==> src/rtl/pc_fetch_unit_pkg.sv <==
// Shared types and helpers for the instruction-fetch front end.
//
// Contents:
//   INSTR_W        width of an instruction word
//   INSTR_BYTES    fetch PC increment per instruction
//   fetch_entry_t  {pc, instr} pair for the default 32-bit PC build
//   cnt_width()    bits needed to count 0..depth
//   ptr_width()    bits needed to index 0..depth-1 (at least 1)
package pc_fetch_unit_pkg;

    localparam int unsigned INSTR_W      = 32;
    localparam int unsigned INSTR_BYTES  = 4;
    localparam int unsigned DEFAULT_PC_W = 32;

    typedef struct packed {
        logic [DEFAULT_PC_W-1:0] pc;
        logic [INSTR_W-1:0]      instr;
    } fetch_entry_t;

    function automatic int unsigned cnt_width(input int unsigned depth);
        return (depth < 2) ? 1 : $clog2(depth + 1);
    endfunction

    function automatic int unsigned ptr_width(input int unsigned depth);
        return (depth < 2) ? 1 : $clog2(depth);
    endfunction

endpackage

==> src/rtl/pc_fetch_unit_buffer.sv <==
// Small synchronous FIFO used for the instruction buffer and the in-flight PC queue.
//
// Parameters:
//   DEPTH    number of entries (>= 1); pointers wrap modulo DEPTH
//   entry_t  stored element type
// Ports:
//   clk, rst           clock, asynchronous active-high reset
//   flush              empty the FIFO this cycle (overrides push/pop)
//   push, push_data    write request and data
//   pop                advance the head
//   head               oldest entry (only meaningful when !empty)
//   full, empty        status
//   occupancy          number of valid entries
module fetch_buffer
    import pc_fetch_unit_pkg::*;
#(
    parameter int unsigned DEPTH = 2,
    parameter type entry_t = fetch_entry_t,
    localparam int unsigned PTR_W = ptr_width(DEPTH),
    localparam int unsigned CNT_W = cnt_width(DEPTH)
) (
    input  logic             clk,
    input  logic             rst,
    input  logic             flush,
    input  logic             push,
    input  entry_t           push_data,
    input  logic             pop,
    output entry_t           head,
    output logic             full,
    output logic             empty,
    output logic [CNT_W-1:0] occupancy
);

    entry_t mem [DEPTH];

    logic [PTR_W-1:0] rd_ptr_q, rd_ptr_d;
    logic [PTR_W-1:0] wr_ptr_q, wr_ptr_d;
    logic [CNT_W-1:0] count_q, count_d;
    logic             do_push;
    logic             do_pop;

    function automatic logic [PTR_W-1:0] ptr_inc(input logic [PTR_W-1:0] p);
        return (p == PTR_W'(DEPTH - 1)) ? '0 : p + PTR_W'(1);
    endfunction

    assign full      = (count_q == CNT_W'(DEPTH));
    assign empty     = (count_q == '0);
    assign occupancy = count_q;
    assign head      = mem[rd_ptr_q];

    // A push into a full FIFO is legal when the head leaves in the same cycle.
    assign do_pop  = pop && !empty && !flush;
    assign do_push = push && !flush && (!full || do_pop);

    always_comb begin
        rd_ptr_d = rd_ptr_q;
        wr_ptr_d = wr_ptr_q;
        count_d  = count_q;
        if (flush) begin
            rd_ptr_d = '0;
            wr_ptr_d = '0;
            count_d  = '0;
        end else begin
            if (do_push) wr_ptr_d = ptr_inc(wr_ptr_q);
            if (do_pop)  rd_ptr_d = ptr_inc(rd_ptr_q);
            count_d = count_q + CNT_W'(do_push) - CNT_W'(do_pop);
        end
    end

    always_ff @(posedge clk or posedge rst) begin
        if (rst) begin
            rd_ptr_q <= '0;
            wr_ptr_q <= '0;
            count_q  <= '0;
        end else begin
            rd_ptr_q <= rd_ptr_d;
            wr_ptr_q <= wr_ptr_d;
            count_q  <= count_d;
        end
    end

    // Storage needs no reset: it is only observed through the count.
    always_ff @(posedge clk) begin
        if (do_push) mem[wr_ptr_q] <= push_data;
    end

endmodule

==> src/rtl/pc_fetch_unit.sv <==
// Instruction-fetch front end. Owns the fetch PC, issues single-cycle fetch requests,
// tracks in-flight request PCs, buffers returned instructions with their PCs and
// presents the oldest to decode. Redirects flush the buffer and discard responses
// to requests already in flight.
//
// Optional build macro FETCH_PERF_COUNTERS_EN adds saturating performance counters
// FetchCount, DropCount_Total and StallCycles.
//
// Ports:
//   clk, reset       clock, asynchronous active-high reset
//   PCNext           next fetch PC from the PC update handler
//   Redirect         control-flow change: flush buffer, drop in-flight responses
//   Stall            decode cannot accept an instruction
//   FetchPCp4        FetchPC + 4 (to the handler)
//   ImemReqValid/ImemReqReady/ImemReqAddr   fetch request handshake
//   ImemRespValid/ImemResp                  in-order instruction response
//   InstrValid_I/Instr_I/PC_I               buffer head to decode
module pc_fetch_unit
    import pc_fetch_unit_pkg::*;
#(
    parameter int unsigned          BIT_COUNT  = 32,
    parameter logic [BIT_COUNT-1:0] RESET_PC   = '0,
    parameter int unsigned          FIFO_DEPTH = 2
) (
    input  logic                 clk,
    input  logic                 reset,
    input  logic [BIT_COUNT-1:0] PCNext,
    input  logic                 Redirect,
    input  logic                 Stall,
    output logic [BIT_COUNT-1:0] FetchPCp4,
    output logic                 ImemReqValid,
    input  logic                 ImemReqReady,
    output logic [BIT_COUNT-1:0] ImemReqAddr,
    input  logic                 ImemRespValid,
    input  logic [INSTR_W-1:0]   ImemResp,
    output logic                 InstrValid_I,
    output logic [INSTR_W-1:0]   Instr_I,
    output logic [BIT_COUNT-1:0] PC_I
`ifdef FETCH_PERF_COUNTERS_EN
    ,
    output logic [BIT_COUNT-1:0] FetchCount,
    output logic [BIT_COUNT-1:0] DropCount_Total,
    output logic [BIT_COUNT-1:0] StallCycles
`endif
);

    localparam int unsigned CNT_W = cnt_width(FIFO_DEPTH);
    localparam int unsigned SUM_W = CNT_W + 1;

    typedef struct packed {
        logic [BIT_COUNT-1:0] pc;
        logic [INSTR_W-1:0]   instr;
    } buf_entry_t;

    logic [BIT_COUNT-1:0] fetch_pc_q, fetch_pc_d;
    logic [CNT_W-1:0]     outstanding_q, outstanding_d;
    logic [CNT_W-1:0]     drop_count_q, drop_count_d;

    logic [SUM_W-1:0]     in_use;
    logic                 credit;
    logic                 req_fire;
    logic                 resp_ok;
    logic                 resp_keep;
    logic                 buf_pop;

    buf_entry_t           buf_wdata;
    buf_entry_t           buf_head;
    logic                 buf_full;
    logic                 buf_empty;
    logic [CNT_W-1:0]     buf_occ;

    logic [BIT_COUNT-1:0] pcq_head;
    logic                 pcq_full;
    logic                 pcq_empty;
    logic [CNT_W-1:0]     pcq_occ;

    // Every request holds a credit from issue until its buffered entry is popped,
    // so outstanding + buffered never exceeds the buffer depth.
    assign in_use = SUM_W'(outstanding_q) + SUM_W'(buf_occ);
    assign credit = (in_use < SUM_W'(FIFO_DEPTH));

    assign ImemReqValid = credit && !Redirect && !reset;
    assign ImemReqAddr  = fetch_pc_q;
    assign FetchPCp4    = fetch_pc_q + BIT_COUNT'(INSTR_BYTES);
    assign req_fire     = ImemReqValid && ImemReqReady;

    // A response with nothing outstanding is spurious and ignored entirely.
    assign resp_ok   = ImemRespValid && (outstanding_q != '0);
    assign resp_keep = resp_ok && (drop_count_q == '0) && !Redirect;

    assign InstrValid_I = !buf_empty;
    assign buf_pop      = InstrValid_I && !Stall && !Redirect;
    assign Instr_I      = InstrValid_I ? buf_head.instr : '0;
    assign PC_I         = InstrValid_I ? buf_head.pc : '0;

    assign buf_wdata.pc    = pcq_head;
    assign buf_wdata.instr = ImemResp;

    always_comb begin
        fetch_pc_d    = fetch_pc_q;
        outstanding_d = outstanding_q + CNT_W'(req_fire) - CNT_W'(resp_ok);
        drop_count_d  = drop_count_q;

        if (req_fire || Redirect) fetch_pc_d = PCNext;

        // Everything in flight at a redirect belongs to the old path, except a
        // response arriving in that very cycle, which is consumed here.
        if (Redirect) begin
            drop_count_d = outstanding_q - CNT_W'(resp_ok);
        end else if (resp_ok && (drop_count_q != '0)) begin
            drop_count_d = drop_count_q - CNT_W'(1);
        end
    end

    always_ff @(posedge clk or posedge reset) begin
        if (reset) begin
            fetch_pc_q    <= RESET_PC;
            outstanding_q <= '0;
            drop_count_q  <= '0;
        end else begin
            fetch_pc_q    <= fetch_pc_d;
            outstanding_q <= outstanding_d;
            drop_count_q  <= drop_count_d;
        end
    end

    // PCs of requests whose responses will be kept, oldest first.
    fetch_buffer #(
        .DEPTH   (FIFO_DEPTH),
        .entry_t (logic [BIT_COUNT-1:0])
    ) u_pc_queue (
        .clk       (clk),
        .rst       (reset),
        .flush     (Redirect),
        .push      (req_fire),
        .push_data (fetch_pc_q),
        .pop       (resp_keep),
        .head      (pcq_head),
        .full      (pcq_full),
        .empty     (pcq_empty),
        .occupancy (pcq_occ)
    );

    fetch_buffer #(
        .DEPTH   (FIFO_DEPTH),
        .entry_t (buf_entry_t)
    ) u_instr_buf (
        .clk       (clk),
        .rst       (reset),
        .flush     (Redirect),
        .push      (resp_keep),
        .push_data (buf_wdata),
        .pop       (buf_pop),
        .head      (buf_head),
        .full      (buf_full),
        .empty     (buf_empty),
        .occupancy (buf_occ)
    );

`ifdef FETCH_PERF_COUNTERS_EN
    always_ff @(posedge clk or posedge reset) begin
        if (reset) begin
            FetchCount      <= '0;
            DropCount_Total <= '0;
            StallCycles     <= '0;
        end else begin
            if (resp_keep && (FetchCount != '1)) begin
                FetchCount <= FetchCount + BIT_COUNT'(1);
            end
            if (resp_ok && !resp_keep && (DropCount_Total != '1)) begin
                DropCount_Total <= DropCount_Total + BIT_COUNT'(1);
            end
            if (InstrValid_I && Stall && (StallCycles != '1)) begin
                StallCycles <= StallCycles + BIT_COUNT'(1);
            end
        end
    end
`else
    // Performance counters compiled out; no extra state.
`endif

    // Spurious responses are tolerated by the logic but worth flagging.
    spurious_resp_a : assert property (@(posedge clk) disable iff (reset)
        !(ImemRespValid && (outstanding_q == '0)))
        else $warning("imem response with no request outstanding was ignored");

    // Each in-flight request is either tracked in the PC queue or pending discard.
    inflight_acct_a : assert property (@(posedge clk) disable iff (reset)
        SUM_W'(outstanding_q) == SUM_W'(pcq_occ) + SUM_W'(drop_count_q))
        else $error("in-flight accounting broken");

    buf_room_a : assert property (@(posedge clk) disable iff (reset)
        resp_keep |-> (!buf_full || buf_pop))
        else $error("instruction buffer overrun");

    pcq_room_a : assert property (@(posedge clk) disable iff (reset)
        req_fire |-> (!pcq_full || resp_keep))
        else $error("PC queue overrun");

    pcq_data_a : assert property (@(posedge clk) disable iff (reset)
        resp_keep |-> !pcq_empty)
        else $error("kept response without a tracked PC");

endmodule

==> config.mk <==
export PLATFORM = sky130hd
export DESIGN_NAME = pc_fetch_unit
export DESIGN_NICKNAME = d
export VERILOG_FILES = /design/src/rtl/pc_fetch_unit_pkg.sv /design/src/rtl/pc_fetch_unit_buffer.sv /design/src/rtl/pc_fetch_unit.sv
export SDC_FILE = /design/constraint.sdc
export NUM_CORES = 1
export LEC_CHECK = 0
export ABC_CLOCK_PERIOD_IN_PS = 4800
export CORE_UTILIZATION = 46
export DETAILED_ROUTE_END_ITERATION = 8
export PLACE_DENSITY = 0.76
export SKIP_CTS_REPAIR_TIMING = 1
export SLEW_MARGIN = 15
export SYNTH_ARGS = -nofsm -noshare
export SYNTH_HDL_FRONTEND = slang
export SYNTH_SLANG_ARGS = --single-unit
==> constraint.sdc <==
create_clock -name clk -period 4.8 [get_ports clk]
set_input_delay 0.48 -clock clk [delete_from_list [all_inputs] [get_ports clk]]
set_output_delay 0.48 -clock clk [all_outputs]
set_load 0.05 [all_outputs]
==> results.json <==
{
  "first_pass_iters": 4,
  "min-delay-start": "outstanding_q[0]",
  "grt_pass1_vias": 5853,
  "ctsRootBufferMaster": "clkbuf_16",
  "critPathKind": "flip-flop to output pin",
  "nFillCells": 1446,
  "antenna_found_initial": 0,
  "min_path_cells": 1,
  "min_to": "outstanding_q[0]",
  "synth_area_leaders": "edfxtp_1, dfrtp_1, mux2_2",
  "synth_top_area_share_pct": 59.84,
  "final_max_slew_viol_count": 0,
  "ys_top_cells_by_count": "edfxtp_1, nor2_1, mux2i_1",
  "stdcell_area_sq_um": 12660,
  "place_congestion": 0.8473,
  "cts_tree": "built",
  "fin_tns_setup_ps": 0,
  "dpl.cell_count": 1046,
  "grt_pass1_wl_mm": 30.48,
  "hold_path.class": "flip-flop to flip-flop",
  "powerDensity_nw_per_um2": 471.4,
  "drt_wl_total_mm": 19.31,
  "initial_core_util_pct": 47.31,
  "maxCapViolations": 0,
  "drtAntennaViolNets": 0,
  "synth_top_cell_by_area": "edfxtp_1",
  "r2r_slack_ps": 1640,
  "dpl.hpwl_mm": 12.90,
  "worstMarginPinSlew_ps": 1126,
  "rsz0062_at_grt": "no",
  "rows": 52,
  "crit_path_end_kind": "output pin",
  "r2r_cells": 7,
  "leakagePower_nw": 4.296,
  "fin_cells": 1087,
  "design.die.area_sq_um": 21530,
  "async_flop_share_pct": 18.64,
  "synth_edf_count": 192,
  "fin_crit_ps": 3709,
  "synth_cells": 598,
  "vias": 5536,
  "clk_latency_ps": 500,
  "hold_viol_final": 0,
  "grt-ovfl-total": 0,
  "io_buffers": 199,
  "crit_path_max_fanout": 9,
  "multi_input_area_sq_um": 2606,
  "syn2layout_area_growth_pct": 31.42,
  "core_region_area_sq_um": 20360,
  "h-tree-depth": 1,
  "finalSetupViolations": 0,
  "syn_nets": 678,
  "die_h_um": 146.7,
  "first_iter_violations": 253,
  "yosysUniqueCellTypes": 36,
  "status": "complete, no violations",
  "utilization_pct": 62.17,
  "viasPerCell": 5.093,
  "ys_seq_elements": 236,
  "maxSlewHeadroom_pct": 24.92,
  "cts_max_path_buffers": 3,
  "clock_skew_ps": 10.22,
  "clkSlewWorstSetupHoldPaths_ps": 60,
  "worstPathCellList": "ha_1 -> nand2_1 -> nor4_4 -> nand4_1 -> xnor2_1 -> clkdlybuf4s50_1",
  "drc_errors": 0,
  "post_drt_wl_per_cell_um": 17.76,
  "vdd_drop_max_v": 0.0002714,
  "worst_setup_path_start_kind": "flip-flop",
  "register_area_sq_um": 6870,
  "cts_buffers": 23,
  "num_io_pins": 200,
  "maxClockFrequency_ghz": 0.2696,
  "grt_max_degree": 67,
  "netlist_area_sq_um": 9634,
  "cts.sinks": 236,
  "crit_path_top_delay_cell": "clkdlybuf4s50_1",
  "max_stage_delay_ps": 830,
  "power_mw": 5.969,
  "reg2reg_to": "u_pc_queue.mem[0][26]",
  "drive_gt1_share_pct": 14.57,
  "arrival_ps": 3230,
  "rr_startpoint": "u_instr_buf.occupancy[0]",
  "nNetsFinal": 881,
  "grt.total_usage_pct": 18.10,
  "cp.required_ps": 4320,
  "syn_avg_cell_area_sq_um": 16.11,
  "die_w_um": 146.7,
  "antennaDiodeCount": 0,
  "yosysSeqAreaShare_pct": 71.27,
  "ys.flop_type": "edfxtp_1",
  "dpl_cell_area_sq_um": 11910,
  "finalCritPeriodShare_pct": 77.27,
  "yosysMostFrequentCell": "edfxtp_1",
  "yosys_warnings": 0
}
## layout make-up
type | count | share of cell area, %
tap | 270 | 2.668
sequential | 236 | 54.26
inverter | 15 | 0.4447
clock buffer | 23 | 4.546
multi-input combinational | 321 | 20.59
clock inverter | 18 | 1.364
timing repair buffer | 204 | 16.13
## placed cells by master (no fill, tap or decap), types with 3 or more instances in the layout
| master | Yosys | layout |
|---|---|---|
| nor2_1 | 74 | 73 |
| clkbuf_16 | 0 | 23 |
| bufinv_16 | 0 | 3 |
| dfrtp_1 | 44 | 43 |
| nand2_1 | 8 | 8 |
| xnor2_1 | 30 | 30 |
| nand4_1 | 10 | 10 |
| clkdlybuf4s50_1 | 0 | 199 |
| mux2i_1 | 68 | 68 |
| xor2_1 | 6 | 6 |
| nand2b_1 | 3 | 3 |
| buf_4 | 2 | 4 |
| and3_1 | 5 | 4 |
| nand3_1 | 14 | 14 |
| nor3_1 | 5 | 5 |
| edfxtp_1 | 192 | 192 |
| ha_1 | 9 | 9 |
| inv_1 | 15 | 14 |
| clkinv_2 | 0 | 9 |
| mux2_2 | 63 | 63 |
## sequential cells by signal, indices dropped and copies added, names as in the netlist
signal                 count
u_instr_buf.mem          128
ImemReqAddr               32
u_instr_buf.occupancy      2
u_pc_queue.mem            64
u_pc_queue.wr_ptr_q        1
drop_count_q               2
u_instr_buf.wr_ptr_q       1
outstanding_q              2
u_pc_queue.occupancy       2
u_pc_queue.rd_ptr_q        1
u_instr_buf.rd_ptr_q       1
## logic make-up (layout without fill, tap and decap cells)
logic type	after synthesis	after routing	share of synthesized area, %
xor+xnor	36	36	3.273
compound gates	7	7	0.4936
buf+inv	41	260	1.987
simple gates	136	136	7.052
flops	236	236	71.27
fa+ha+maj	10	10	1.377
mux	132	132	14.55
## power breakdown
group          internal, mW  switching (mW)
Sequential             2.40           0.179
Clock                  1.04           0.729
Combinational         0.588            1.03
## metal layers
metal | share of wire, % | global-route usage, %
met2 | 50 | 31.73
met1 | 42 | 22.91
met3 | 5.6 | 3.106
met4 | 2.2 | 5.573
met5 | 0 | 0
## worst max path at each step
stage                                  to  cells after the start  slack [ps]      startpoint
floorplan           u_instr_buf.mem[0][0]                      4         290   ImemRespValid
global placement     u_pc_queue.mem[0][3]                      5        1480        Redirect
detailed placement  u_pc_queue.mem[0][20]                      5        1380        Redirect
CTS                         FetchPCp4[28]                      6        1080  ImemReqAddr[2]
global route                FetchPCp4[28]                      6         940  ImemReqAddr[3]
finish                      FetchPCp4[28]                      6        1090  ImemReqAddr[3]
## worst max-delay path: cells and delay by family (launching register included)
family        cells  cell delay (ps)
buf+inv           1              830
flops             1              500
xor+xnor          1              180
fa+ha+maj         1              300
simple gates      3              910
## per-stage QoR
| step | hold WS, ps | setup WS [ps] |
|---|---|---|
| global route | 566.9 | 937.1 |
| floorplan | 464.2 | 293.6 |
| finish | 556.5 | 1091 |
| CTS | 545.5 | 1083 |
| global placement | 516.8 | 1476 |
| detailed placement | 548.1 | 1384 |
Power figures use the tool's default switching activity.
